### src/rtl/foc_if_pkg.sv
// Shared types for the FOC sample initiator.
// Contents:
//   FOC_D_WIDTH : word width carried by the sample and config structs.
//   state_t     : initiator FSM states.
//   cfg_entry_t : one queued PID register write.
//   sample_t    : one captured sample for the core.
package foc_if_pkg;

  // Width of the struct fields. The top-level D_WIDTH parameter must match it.
  localparam int FOC_D_WIDTH = 16;

  typedef enum logic [1:0] {
    IDLE  = 2'd0,
    ISSUE = 2'd1,
    BUSY  = 2'd2
  } state_t;

  typedef struct packed {
    logic                   sel;   // 0 = d-axis PID, 1 = q-axis PID
    logic [FOC_D_WIDTH-1:0] addr;
    logic [FOC_D_WIDTH-1:0] data;
  } cfg_entry_t;

  typedef struct packed {
    logic [FOC_D_WIDTH-1:0] angle;
    logic [FOC_D_WIDTH-1:0] currA;
    logic [FOC_D_WIDTH-1:0] currB;
    logic [FOC_D_WIDTH-1:0] currC;
    logic [FOC_D_WIDTH-1:0] currT;
    logic [FOC_D_WIDTH-1:0] period;
  } sample_t;

endpackage

### src/rtl/foc_sample_initiator_if.sv
// Interface between the sample initiator and the FOC core.
// Carries the valid/ready sample port and both PID-config write ports.
//   master : initiator side (drives payload, valid, PID writes; reads ready)
//   slave  : core side
interface foc_sample_initiator_if #(
  parameter int D_WIDTH = 16
);
  logic [D_WIDTH-1:0] angle_out;
  logic [D_WIDTH-1:0] currA_out;
  logic [D_WIDTH-1:0] currB_out;
  logic [D_WIDTH-1:0] currC_out;
  logic [D_WIDTH-1:0] currT_out;
  logic [D_WIDTH-1:0] periodTop_out;
  logic               valid;
  logic               ready;
  logic               pid_d_wen;
  logic               pid_q_wen;
  logic [D_WIDTH-1:0] pid_d_addr;
  logic [D_WIDTH-1:0] pid_q_addr;
  logic [D_WIDTH-1:0] pid_d_data;
  logic [D_WIDTH-1:0] pid_q_data;

  modport master (
    output angle_out, currA_out, currB_out, currC_out, currT_out, periodTop_out,
    output valid,
    input  ready,
    output pid_d_wen, pid_q_wen, pid_d_addr, pid_q_addr, pid_d_data, pid_q_data
  );

  modport slave (
    input  angle_out, currA_out, currB_out, currC_out, currT_out, periodTop_out,
    input  valid,
    output ready,
    input  pid_d_wen, pid_q_wen, pid_d_addr, pid_q_addr, pid_d_data, pid_q_data
  );
endinterface

### src/rtl/foc_cfg_fifo.sv
// Synchronous FIFO of PID config writes.
// Ports:
//   clk, rst       : clock, asynchronous active-high reset
//   i_push, i_entry: write request and entry; ignored while full
//   i_pop          : read request; ignored while empty
//   o_head         : entry at the head (show-ahead, valid when !o_empty)
//   o_full/o_empty : occupancy flags
module foc_cfg_fifo
  import foc_if_pkg::*;
#(
  parameter int DEPTH = 4   // power of 2, >= 2
) (
  input  logic       clk,
  input  logic       rst,
  input  logic       i_push,
  input  cfg_entry_t i_entry,
  input  logic       i_pop,
  output cfg_entry_t o_head,
  output logic       o_full,
  output logic       o_empty
);

  localparam int PTR_W = $clog2(DEPTH);
  localparam int CNT_W = PTR_W + 1;

  cfg_entry_t         r_mem [DEPTH];
  logic [PTR_W-1:0]   r_wr_ptr;
  logic [PTR_W-1:0]   r_rd_ptr;
  logic [CNT_W-1:0]   r_count;
  logic               w_push;
  logic               w_pop;

  // A full FIFO drops the push even when a pop frees a slot in the same cycle.
  assign w_push  = i_push && !o_full;
  assign w_pop   = i_pop && !o_empty;
  assign o_full  = (r_count == CNT_W'(DEPTH));
  assign o_empty = (r_count == '0);
  assign o_head  = r_mem[r_rd_ptr];

  // NOTE: storage has no reset; the pointers and count alone define what is valid.
  always_ff @(posedge clk) begin
    if (w_push) r_mem[r_wr_ptr] <= i_entry;
  end

  // NOTE: sequential state uses <= so every register samples pre-edge values.
  always_ff @(posedge clk or posedge rst) begin
    if (rst) begin
      r_wr_ptr <= '0;
      r_rd_ptr <= '0;
      r_count  <= '0;
    end else begin
      // Power-of-2 depth: pointers wrap by natural overflow.
      if (w_push) r_wr_ptr <= r_wr_ptr + 1'b1;
      if (w_pop)  r_rd_ptr <= r_rd_ptr + 1'b1;
      case ({w_push, w_pop})
        2'b10:   r_count <= r_count + 1'b1;
        2'b01:   r_count <= r_count - 1'b1;
        default: r_count <= r_count;
      endcase
    end
  end

endmodule

### src/rtl/foc_sample_initiator.sv
// Upstream initiator for the FOC core.
// Captures a sample on each PWM tick and offers it with valid/ready. It queues
// host PID-gain writes and replays them only while the core is idle.
// Ports:
//   clk, rst          : clock, asynchronous active-high reset
//   tick              : PWM-period strobe, captures the *_s inputs
//   angle_s .. period_s : sample inputs
//   cfg_wen/sel/addr/data : host PID write; cfg_full flags a full queue
//   core              : core-side bus (payload, valid, ready, PID writes)
//   iter_done         : one-cycle pulse when the core finishes a sample
//   overrun_cnt       : count of dropped ticks, saturating
// Build option FOC_LATENCY_MON_EN adds lat_clr (in) and lat_max[15:0] (out).
// lat_max holds the longest transfer-to-ready latency seen, in cycles.
module foc_sample_initiator
  import foc_if_pkg::*;
#(
  parameter int D_WIDTH   = 16,  // must equal FOC_D_WIDTH
  parameter int CFG_DEPTH = 4,
  parameter int CNT_WIDTH = 8
) (
  input  logic                 clk,
  input  logic                 rst,
  input  logic                 tick,
  input  logic [D_WIDTH-1:0]   angle_s,
  input  logic [D_WIDTH-1:0]   currA_s,
  input  logic [D_WIDTH-1:0]   currB_s,
  input  logic [D_WIDTH-1:0]   currC_s,
  input  logic [D_WIDTH-1:0]   currT_s,
  input  logic [D_WIDTH-1:0]   period_s,
  input  logic                 cfg_wen,
  input  logic                 cfg_sel,
  input  logic [D_WIDTH-1:0]   cfg_addr,
  input  logic [D_WIDTH-1:0]   cfg_data,
  output logic                 cfg_full,
  foc_sample_initiator_if.master core,
  output logic                 iter_done,
  output logic [CNT_WIDTH-1:0] overrun_cnt
`ifdef FOC_LATENCY_MON_EN
  ,
  input  logic                 lat_clr,
  output logic [15:0]          lat_max
`endif
);

  state_t               r_state, w_next_state;
  sample_t              r_sample;
  logic [CNT_WIDTH-1:0] r_overrun;
  logic                 r_iter_done;
  logic                 r_pid_d_wen, r_pid_q_wen;
  logic [D_WIDTH-1:0]   r_pid_d_addr, r_pid_d_data, r_pid_q_addr, r_pid_q_data;
  logic                 w_capture, w_overrun, w_pop, w_done;
  logic                 w_fifo_empty;
  cfg_entry_t           w_push_entry, w_head;

  assign w_push_entry = '{sel: cfg_sel, addr: cfg_addr, data: cfg_data};

  foc_cfg_fifo #(.DEPTH(CFG_DEPTH)) u_cfg_fifo (
    .clk     (clk),
    .rst     (rst),
    .i_push  (cfg_wen),
    .i_entry (w_push_entry),
    .i_pop   (w_pop),
    .o_head  (w_head),
    .o_full  (cfg_full),
    .o_empty (w_fifo_empty)
  );

  always_comb begin
    // NOTE: every signal written here gets a default first, so no path infers a latch.
    w_next_state = r_state;
    w_capture    = 1'b0;
    w_overrun    = 1'b0;
    w_pop        = 1'b0;
    w_done       = 1'b0;
    case (r_state)
      IDLE: begin
        // A tick wins over a pending PID write in the same cycle.
        if (tick) begin
          w_capture    = 1'b1;
          w_next_state = ISSUE;
        end else if (!w_fifo_empty && core.ready) begin
          w_pop = 1'b1;
        end
      end
      ISSUE: begin
        w_overrun = tick;
        if (core.ready) w_next_state = BUSY;
      end
      BUSY: begin
        w_overrun = tick;
        if (core.ready) begin
          w_done       = 1'b1;
          w_next_state = IDLE;
        end
      end
      default: w_next_state = IDLE;
    endcase
  end

  always_ff @(posedge clk or posedge rst) begin
    if (rst) begin
      r_state      <= IDLE;
      r_sample     <= '0;
      r_overrun    <= '0;
      r_iter_done  <= 1'b0;
      r_pid_d_wen  <= 1'b0;
      r_pid_q_wen  <= 1'b0;
      r_pid_d_addr <= '0;
      r_pid_d_data <= '0;
      r_pid_q_addr <= '0;
      r_pid_q_data <= '0;
    end else begin
      r_state     <= w_next_state;
      r_iter_done <= w_done;
      if (w_capture) begin
        r_sample <= '{angle: angle_s, currA: currA_s, currB: currB_s,
                      currC: currC_s, currT: currT_s, period: period_s};
      end
      if (w_overrun && (r_overrun != {CNT_WIDTH{1'b1}})) r_overrun <= r_overrun + 1'b1;
      // Strobes last one cycle; addr/data keep the last written value.
      r_pid_d_wen <= w_pop && !w_head.sel;
      r_pid_q_wen <= w_pop &&  w_head.sel;
      if (w_pop && !w_head.sel) begin
        r_pid_d_addr <= w_head.addr;
        r_pid_d_data <= w_head.data;
      end
      if (w_pop && w_head.sel) begin
        r_pid_q_addr <= w_head.addr;
        r_pid_q_data <= w_head.data;
      end
    end
  end

  // valid decodes straight from the state register, so reset clears it at once.
  assign core.valid         = (r_state == ISSUE);
  assign core.angle_out     = r_sample.angle;
  assign core.currA_out     = r_sample.currA;
  assign core.currB_out     = r_sample.currB;
  assign core.currC_out     = r_sample.currC;
  assign core.currT_out     = r_sample.currT;
  assign core.periodTop_out = r_sample.period;
  assign core.pid_d_wen     = r_pid_d_wen;
  assign core.pid_q_wen     = r_pid_q_wen;
  assign core.pid_d_addr    = r_pid_d_addr;
  assign core.pid_d_data    = r_pid_d_data;
  assign core.pid_q_addr    = r_pid_q_addr;
  assign core.pid_q_data    = r_pid_q_data;
  assign iter_done          = r_iter_done;
  assign overrun_cnt        = r_overrun;

`ifdef FOC_LATENCY_MON_EN
  logic [15:0] r_lat_cnt, r_lat_max;

  // The count starts at 1 on the transfer edge. It stops at all-ones.
  always_ff @(posedge clk or posedge rst) begin
    if (rst) begin
      r_lat_cnt <= '0;
      r_lat_max <= '0;
    end else begin
      if (r_state == ISSUE && core.ready) begin
        r_lat_cnt <= 16'd1;
      end else if (r_state == BUSY && !core.ready && r_lat_cnt != 16'hFFFF) begin
        r_lat_cnt <= r_lat_cnt + 1'b1;
      end
      if (lat_clr) begin
        r_lat_max <= '0;
      end else if (w_done && r_lat_cnt > r_lat_max) begin
        r_lat_max <= r_lat_cnt;
      end
    end
  end

  assign lat_max = r_lat_max;
`endif

endmodule
### src/flat_wrapper.sv
// flat-port wrapper written by rule: the top's interface ports become plain ports
module foc_sample_initiator_flat import foc_if_pkg::*;
#(
  parameter int D_WIDTH   = 16,                           
  parameter int CFG_DEPTH = 4,
  parameter int CNT_WIDTH = 8
)
  (clk, rst, tick, angle_s, currA_s, currB_s, currC_s, currT_s, period_s, cfg_wen, cfg_sel, cfg_addr, cfg_data, cfg_full, iter_done, overrun_cnt, core_angle_out, core_currA_out, core_currB_out, core_currC_out, core_currT_out, core_periodTop_out, core_valid, core_ready, core_pid_d_wen, core_pid_q_wen, core_pid_d_addr, core_pid_q_addr, core_pid_d_data, core_pid_q_data);
  foc_sample_initiator_if #(.D_WIDTH(D_WIDTH)) core_i ();
  input  logic clk;
  input  logic rst;
  input  logic tick;
  input  logic [D_WIDTH-1:0] angle_s;
  input  logic [D_WIDTH-1:0] currA_s;
  input  logic [D_WIDTH-1:0] currB_s;
  input  logic [D_WIDTH-1:0] currC_s;
  input  logic [D_WIDTH-1:0] currT_s;
  input  logic [D_WIDTH-1:0] period_s;
  input  logic cfg_wen;
  input  logic cfg_sel;
  input  logic [D_WIDTH-1:0] cfg_addr;
  input  logic [D_WIDTH-1:0] cfg_data;
  output logic cfg_full;
  output logic iter_done;
  output logic [CNT_WIDTH-1:0] overrun_cnt;
  output wire logic [$bits(core_i.angle_out)-1:0] core_angle_out;
  output wire logic [$bits(core_i.currA_out)-1:0] core_currA_out;
  output wire logic [$bits(core_i.currB_out)-1:0] core_currB_out;
  output wire logic [$bits(core_i.currC_out)-1:0] core_currC_out;
  output wire logic [$bits(core_i.currT_out)-1:0] core_currT_out;
  output wire logic [$bits(core_i.periodTop_out)-1:0] core_periodTop_out;
  output wire logic [$bits(core_i.valid)-1:0] core_valid;
  input wire logic [$bits(core_i.ready)-1:0] core_ready;
  output wire logic [$bits(core_i.pid_d_wen)-1:0] core_pid_d_wen;
  output wire logic [$bits(core_i.pid_q_wen)-1:0] core_pid_q_wen;
  output wire logic [$bits(core_i.pid_d_addr)-1:0] core_pid_d_addr;
  output wire logic [$bits(core_i.pid_q_addr)-1:0] core_pid_q_addr;
  output wire logic [$bits(core_i.pid_d_data)-1:0] core_pid_d_data;
  output wire logic [$bits(core_i.pid_q_data)-1:0] core_pid_q_data;
  assign core_angle_out = core_i.angle_out;
  assign core_currA_out = core_i.currA_out;
  assign core_currB_out = core_i.currB_out;
  assign core_currC_out = core_i.currC_out;
  assign core_currT_out = core_i.currT_out;
  assign core_periodTop_out = core_i.periodTop_out;
  assign core_valid = core_i.valid;
  assign core_i.ready = core_ready;
  assign core_pid_d_wen = core_i.pid_d_wen;
  assign core_pid_q_wen = core_i.pid_q_wen;
  assign core_pid_d_addr = core_i.pid_d_addr;
  assign core_pid_q_addr = core_i.pid_q_addr;
  assign core_pid_d_data = core_i.pid_d_data;
  assign core_pid_q_data = core_i.pid_q_data;
  foc_sample_initiator #(.D_WIDTH(D_WIDTH), .CFG_DEPTH(CFG_DEPTH), .CNT_WIDTH(CNT_WIDTH)) u_core (.clk(clk), .rst(rst), .tick(tick), .angle_s(angle_s), .currA_s(currA_s), .currB_s(currB_s), .currC_s(currC_s), .currT_s(currT_s), .period_s(period_s), .cfg_wen(cfg_wen), .cfg_sel(cfg_sel), .cfg_addr(cfg_addr), .cfg_data(cfg_data), .cfg_full(cfg_full), .core(core_i), .iter_done(iter_done), .overrun_cnt(overrun_cnt));
endmodule
### config.mk
export PLATFORM = sky130hd
export DESIGN_NAME = foc_sample_initiator_flat
export DESIGN_NICKNAME = d
export VERILOG_FILES = /design/src/rtl/foc_if_pkg.sv /design/src/rtl/foc_sample_initiator_if.sv /design/src/rtl/foc_cfg_fifo.sv /design/src/rtl/foc_sample_initiator.sv /design/src/flat_wrapper.sv
export SDC_FILE = /design/constraint.sdc
export NUM_CORES = 1
export LEC_CHECK = 0
export ABC_AREA = 1
export CAP_MARGIN = 0
export CORE_MARGIN = 2
export CORE_UTILIZATION = 54
export DETAILED_ROUTE_END_ITERATION = 6
export PLACE_DENSITY = 0.82
export SLEW_MARGIN = 20
export SYNTH_ARGS = -nofsm -noshare
export SYNTH_HDL_FRONTEND = slang
export SYNTH_SLANG_ARGS = --single-unit
### constraint.sdc
create_clock -name clk -period 10.1 [get_ports clk]
set_input_delay 2.525 -clock clk [delete_from_list [all_inputs] [get_ports clk]]
set_output_delay 2.525 -clock clk [all_outputs]
set_load 0.01 [all_outputs]
==> results of run 1 <==
cell type report:
class	count	area, sq um
inverter	157	598
clock buffer	49	991
sequential	312	8470
timing repair buffer	311	3120
fill	1555	6200
multi-input combinational	617	3440
tap	319	399
clock inverter	12	83.8
antenna	10	25.0
metrics by stage:
| stage | utilization, % | hold WS (ns) | cells | worst slack, ns | power (W) |
|---|---|---|---|---|---|
| floorplan | - | 0.450 | 1137 | 2.69 | 0.00309 |
| global placement | 68.6 | 0.455 | 1715 | 4.80 | 0.00405 |
| detailed placement | 68.6 | 0.457 | 1715 | 4.80 | 0.00413 |
| CTS | 73.2 | 0.472 | 1776 | 5.30 | 0.00532 |
| global route | 73.4 | 0.488 | 1786 | 5.09 | 0.00560 |
| finish | 73.4 | 0.470 | 1787 | 5.27 | 0.00530 |
worst max-delay path by stage:
stage | startpoint | endpoint | slack, ns | depth (start not counted)
finish | tick | u_core.u_cfg_fifo.r_count[2] | 5.27 | 10
global route | tick | u_core.u_cfg_fifo.r_count[2] | 5.09 | 10
CTS | tick | u_core.u_cfg_fifo.r_count[2] | 5.30 | 10
detailed placement | tick | u_core.u_cfg_fifo.r_count[2] | 4.80 | 10
global placement | tick | u_core.u_cfg_fifo.r_count[2] | 4.80 | 10
floorplan | rst | u_core.core.angle_out[0] | 2.69 | 1
critical path, stage by stage:
cell and delay [ns]:
clkdlybuf4s50_1 0.49, inv_2 0.09, nand3_1 0.17, nor2_8 0.75, ha_1 0.28, inv_1 0.07
fa_1 0.37, a21oi_1 0.15, o21ai_0 0.11, xor2_1 0.15
cell families (layout without fill, tap and decap cells):
logic type | count (synthesis) | count (layout) | share of synthesized area, %
AOI/OAI and AO/OA | 9 | 9 | 0.382
xor gates and xnor gates | 8 | 8 | 0.548
adders and majority gates | 11 | 11 | 1.13
buffers and inverters | 208 | 529 | 7.16
DFF | 312 | 312 | 66.2
muxes | 96 | 96 | 8.45
other | 0 | 10 | 0
and+or+nand+nor | 493 | 493 | 16.1
power by group:
part           switching (W)  internal, W  total [W]  leakage [nW]
Clock               0.000479     0.000708    0.00119         0.531
Combinational        0.00111     0.000994    0.00210          3.81
Sequential          0.000224      0.00179    0.00202          3.40
Total                0.00181      0.00349    0.00530          7.74
routing by layer:
| layer | wire length (um) | GRT usage [%] | vias up |
|---|---|---|---|
| met5 | 0 | 0 | - |
| met4 | 991 | 10.5 | 0 |
| met3 | 2510 | 5.86 | 59 |
| met2 | 16400 | 43.0 | 335 |
| met1 | 11600 | 28.1 | 4338 |
| li1 | - | - | 4250 |
cell usage after synthesis:
library cell	number	area share [%]
nand2_1	333	9.8
dfrtp_1	180	35
inv_1	153	4.5
nand3_1	135	5.3
edfxtp_1	132	31
mux2_2	56	4.9
mux2_1	40	3.5
buf_2	24	0.94
nor2_1	15	0.44
buf_4	14	0.82
ha_1	10	0.98
buf_6	7	0.62
xor2_1	6	0.41
nand2_2	5	0.24
a21oi_1	4	0.16
clkbuf_1	4	0.12
inv_2	4	0.12
o21ai_0	4	0.16
buf_1	2	0.059
nand4_1	2	0.098
xnor2_1	2	0.14
fa_1	1	0.16
nand3b_1	1	0.059
nor2_2	1	0.049
nor2_8	1	0.16
o21ai_2	1	0.068
==> metrics.csv, run 1 <==
metric,value,unit
fin area,17100,sq um
LEAKAGE,7.74,nW
CTS tree,done,
VDD IR max,0.000189,V
Tcrit/Tclk final,47.8,%
die extent in y,158,um
Post-CTS Setup Bufs,0,
Mapped Cells,1137,
DR pass1 iterations,6,
Fin. Hold Viols,0,
WS Path Type,input port to flip-flop,
number of global-route vias before repair,8618,
Core Rows,56,
fin crit period,4.83,ns
number of routed nets with antenna violations,0,
fin nets,1578,
hold buffers post-CTS,0,
initial antenna violation count,9,
Port Buffer Count,306,
Max Cap Violations,0,
Layout area overhead,33.9,%
Clock Path Buffers,3,
largest net degree at the start of global routing,119,
sequential-to-total area share from yosys stat,66.2,%
# clock sinks,312,
HPWL Detailed,21400,um
largest reg by FF count,u_core.u_cfg_fifo.r_mem,
htree depth,2,
GRT Total Usage,24.3,%
R2R Setup Slk,6.18,ns
gpl congestion,0.811,
Reg-to-Reg Start,u_core.u_cfg_fifo.r_rd_ptr[0],
Final Slew Violations,0,
Synth Area per Inst,11.2,sq um
WHS Path Cells,2,
max reg flops,132,
Die W,158,um
final wirelength,31500,um
Yosys reg bits,312,
Setup-failing EPs final,0,
WHS Endpoint,u_core.core.pid_q_addr[10],
DIE AREA,24900,sq um
YS warnings,0,
clk_skew,0.0113,ns
CP Max Fanout,70,
Post-Syn Area,12800,sq um
CTS Buf Count,34,
Post-Place Cell Area,16000,sq um
final setup TNS,0,ns
Core Box Area,23300,sq um
worst-margin pin slew,1.10,ns
Worst Hold Launch,u_core.core.pid_q_addr[10],
crit path DAT,5.20,ns
RSZ-0062 raised after global routing,false,
Worst-Skew Late Latency,0.50,ns
grt ovf,0,
CP endpoint kind,flip-flop,
Tightest Hold Check Type,flip-flop to flip-flop,
via count,8982,
Worst Reg-to-Reg Cells,8,
vias per cell,5.03,
"commonest non-fill, non-tap cell in the layout",nand2_1,
worst path required time,10.47,ns
Max Freq,0.207,GHz
Root Buffer,clkbuf_16,
status,"finished, final reports clean",
Netlist cell types,26,
WL per Instance,17.6,um
syn_nets,1282,
Worst R2R End,u_core.core.pid_d_data[5],
Worst Setup Start Kind,input port,
first-pass GRT wire length,46200,um
clk slew on worst S/H paths,0.06,ns
# IOs,307,
layout cell share with drive strength beyond 1,8.71,%
Initial Util,54.8,%
drt drc,0,
post_cts resized,0,
Slew headroom,26.7,%
Power Dens Cells,310,nW/um^2
"commonest non-fill, non-tap cells in the layout","nand2_1, clkdlybuf4s50_1, dfrtp_1",
initial DRC count,563,
Note: power is estimated with default switching activity, not from simulation.
==> inputs of run 2 (changes only) <==
--- a/config.mk
+++ b/config.mk
@@ -8,9 +8,9 @@
 export ABC_AREA = 1
 export CAP_MARGIN = 0
 export CORE_MARGIN = 2
-export CORE_UTILIZATION = 54
+export CORE_UTILIZATION = 45
 export DETAILED_ROUTE_END_ITERATION = 6
-export PLACE_DENSITY = 0.82
+export PLACE_DENSITY = 0.72
 export SLEW_MARGIN = 20
 export SYNTH_ARGS = -nofsm -noshare
 export SYNTH_HDL_FRONTEND = slang
==> constraint.sdc (replaced) <==
create_clock -name clk -period 4.1 [get_ports clk]
set_input_delay 1.025 -clock clk [delete_from_list [all_inputs] [get_ports clk]]
set_output_delay 1.025 -clock clk [all_outputs]
set_load 0.01 [all_outputs]
==> metrics.csv, run 2 (synthesized netlist as in run 1, its figures left out) <==
metric,value,unit
Port Buffer Count,306,
post_cts resized,0,
Placed Cells incl. Taps,1783,
clk slew on worst S/H paths,0.06,ns
Global Route met2 Usage,38.1,%
max reg flops,132,
critical path endpoint,u_core.core.pid_q_data[6],
critical path startpoint,tick,
HPWL Detailed,22600,um
"commonest non-fill, non-tap cell in the layout",nand2_1,
Slew headroom,35.5,%
worst path bufs/invs,3,
Power Dens Cells,759,nW/um^2
number of global-route vias before repair,8659,
CP endpoint kind,flip-flop,
fin crit period,3.05,ns
cell depth of the worst setup path,8,
# IOs,307,
GRT Total Usage,21.7,%
LEAKAGE,7.79,nW
via count,8889,
clk_skew,0.0206,ns
R2R Setup Slk,1.21,ns
"CP delay by family, top",simple AND/OR/NAND/NOR gates,
worst-margin pin slew,0.968,ns
largest reg by FF count,u_core.u_cfg_fifo.r_mem,
Worst Reg-to-Reg Cells,8,
Tcrit/Tclk final,74.3,%
Worst Setup Start Kind,input port,
status,"finished, final reports clean",
fin nets,1587,
Core Box Area,27900,sq um
Top Usage Layer GRT,met2,
RSZ-0062 raised after global routing,false,
met3 Usage GRT,5.78,%
Max Cap Violations,0,
Initial Util,45.9,%
hold buffers post-CTS,0,
number of routed nets with antenna violations,0,
largest net degree at the start of global routing,181,
CP Cell Sequence,"clkdlybuf4s50_1, inv_2, nand3_1, nor2_8, buf_4, nand2_2, nand2_1, nand2_1",
Fin. Hold Viols,0,
met1 Usage GRT,25.6,%
Layout area overhead,34.9,%
Final Slew Violations,0,
initial DRC count,644,
worst path required time,4.48,ns
grt ovf,0,
first-pass GRT wire length,50100,um
vias per cell,4.81,
die extent in y,173,um
htree depth,2,
Clock Path Buffers,3,
DIE AREA,29800,sq um
Root Buffer,clkbuf_16,
initial antenna violation count,2,
slowest library cell on the worst path,nand2_2,
gpl congestion,0.840,
Worst-Skew Late Latency,0.51,ns
# clock sinks,312,
final core utilization,61.9,%
"commonest non-fill, non-tap cells in the layout","nand2_1, clkdlybuf4s50_1, dfrtp_1",
Reg-to-Reg Start,u_core.u_cfg_fifo.r_rd_ptr[0],
WS Path Type,input port to flip-flop,
layout cell share with drive strength beyond 1,9.67,%
Max Freq,0.328,GHz
drt drc,0,
CTS Buf Count,35,
CP Max Fanout,69,
Die W,173,um
Tightest Hold Check Type,flip-flop to flip-flop,
VDD IR max,0.000341,V
crit path DAT,3.43,ns
DR pass1 iterations,5,
Worst R2R End,u_core.core.pid_q_data[6],
Fillers,2206,
final setup TNS,0,ns
CTS tree,done,
Setup-failing EPs final,0,
WL per Instance,17.5,um
fin cells,1849,
Post-CTS Setup Bufs,0,
final wirelength,32400,um
Core Rows,61,
Worst path most repeated cell,nand2_1,
CP max stage delay,0.58,ns
[run 2: cell count changes in the layout (fill, tap and decap cells not counted), moves of 2 or more]
cell / change
clkinv_2: +5
buf_4: +7
diode_2: -8
buf_12: +2
clkbuf_1: -4
[run 2: worst min path at each step]
stage | start | to | slack [ns] | cells after the start
floorplan | u_core.u_cfg_fifo.r_count[1] | u_core.u_cfg_fifo.r_count[1] | 0.45 | 2
global placement | u_core.core.pid_d_data[2] | u_core.core.pid_d_data[2] | 0.46 | 2
detailed placement | u_core.core.pid_q_addr[14] | u_core.core.pid_q_addr[14] | 0.46 | 2
CTS | u_core.core.pid_q_addr[14] | u_core.core.pid_q_addr[14] | 0.47 | 2
global route | u_core.core.pid_d_addr[14] | u_core.core.pid_d_addr[14] | 0.49 | 2
finish | u_core.core.pid_q_addr[14] | u_core.core.pid_q_addr[14] | 0.47 | 2
[run 2: worst min-delay path, stage by stage, from the launching register on]
cell and delay, ns:
dfrtp_1 0.34, nand2_1 0.05, nand2_1 0.05
[run 2: power breakdown]
part | internal [W] | leakage [nW] | switching (W)
clock network | 0.00172 | 0.548 | 0.00122
registers | 0.00441 | 3.40 | 0.000587
logic | 0.00246 | 3.84 | 0.00270
total | 0.00859 | 7.79 | 0.00450
[run 2: per-layer routing]
layer  vias to the layer above  wire length, um
met3                        55             2360
met1                      4262            12400
met5                         -                0
met2                       303            16700
met4                         0              987
li1                       4269                -
[run 2: cell type report]
cell class / count / area, sq um / share of cell area (%)
flip-flops and latches: 312 / 8470 / 49.1
multi-input cells: 617 / 3440 / 19.9
repair buffers: 319 / 3190 / 18.5
clock buffers: 44 / 951 / 5.51
inverters: 157 / 593 / 3.44
well taps: 378 / 473 / 2.74
clock inverters: 20 / 139 / 0.805
diodes: 2 / 5.00 / 0.0290
[run 2: through the flow]
step / cell area (sq um) / hold slack [ns] / total power (W) / setup slack [ns]
3_5_place_dp: 16200 / 0.457 / 0.0103 / 0.551
5_1_grt: 17300 / 0.486 / 0.0139 / 0.873
4_1_cts: 17300 / 0.472 / 0.0133 / 1.07
2_1_floorplan: 12800 / 0.450 / 0.00760 / 0.766
3_3_place_gp: 16200 / 0.457 / 0.0101 / 0.638
6_report: 17300 / 0.469 / 0.0131 / 1.05
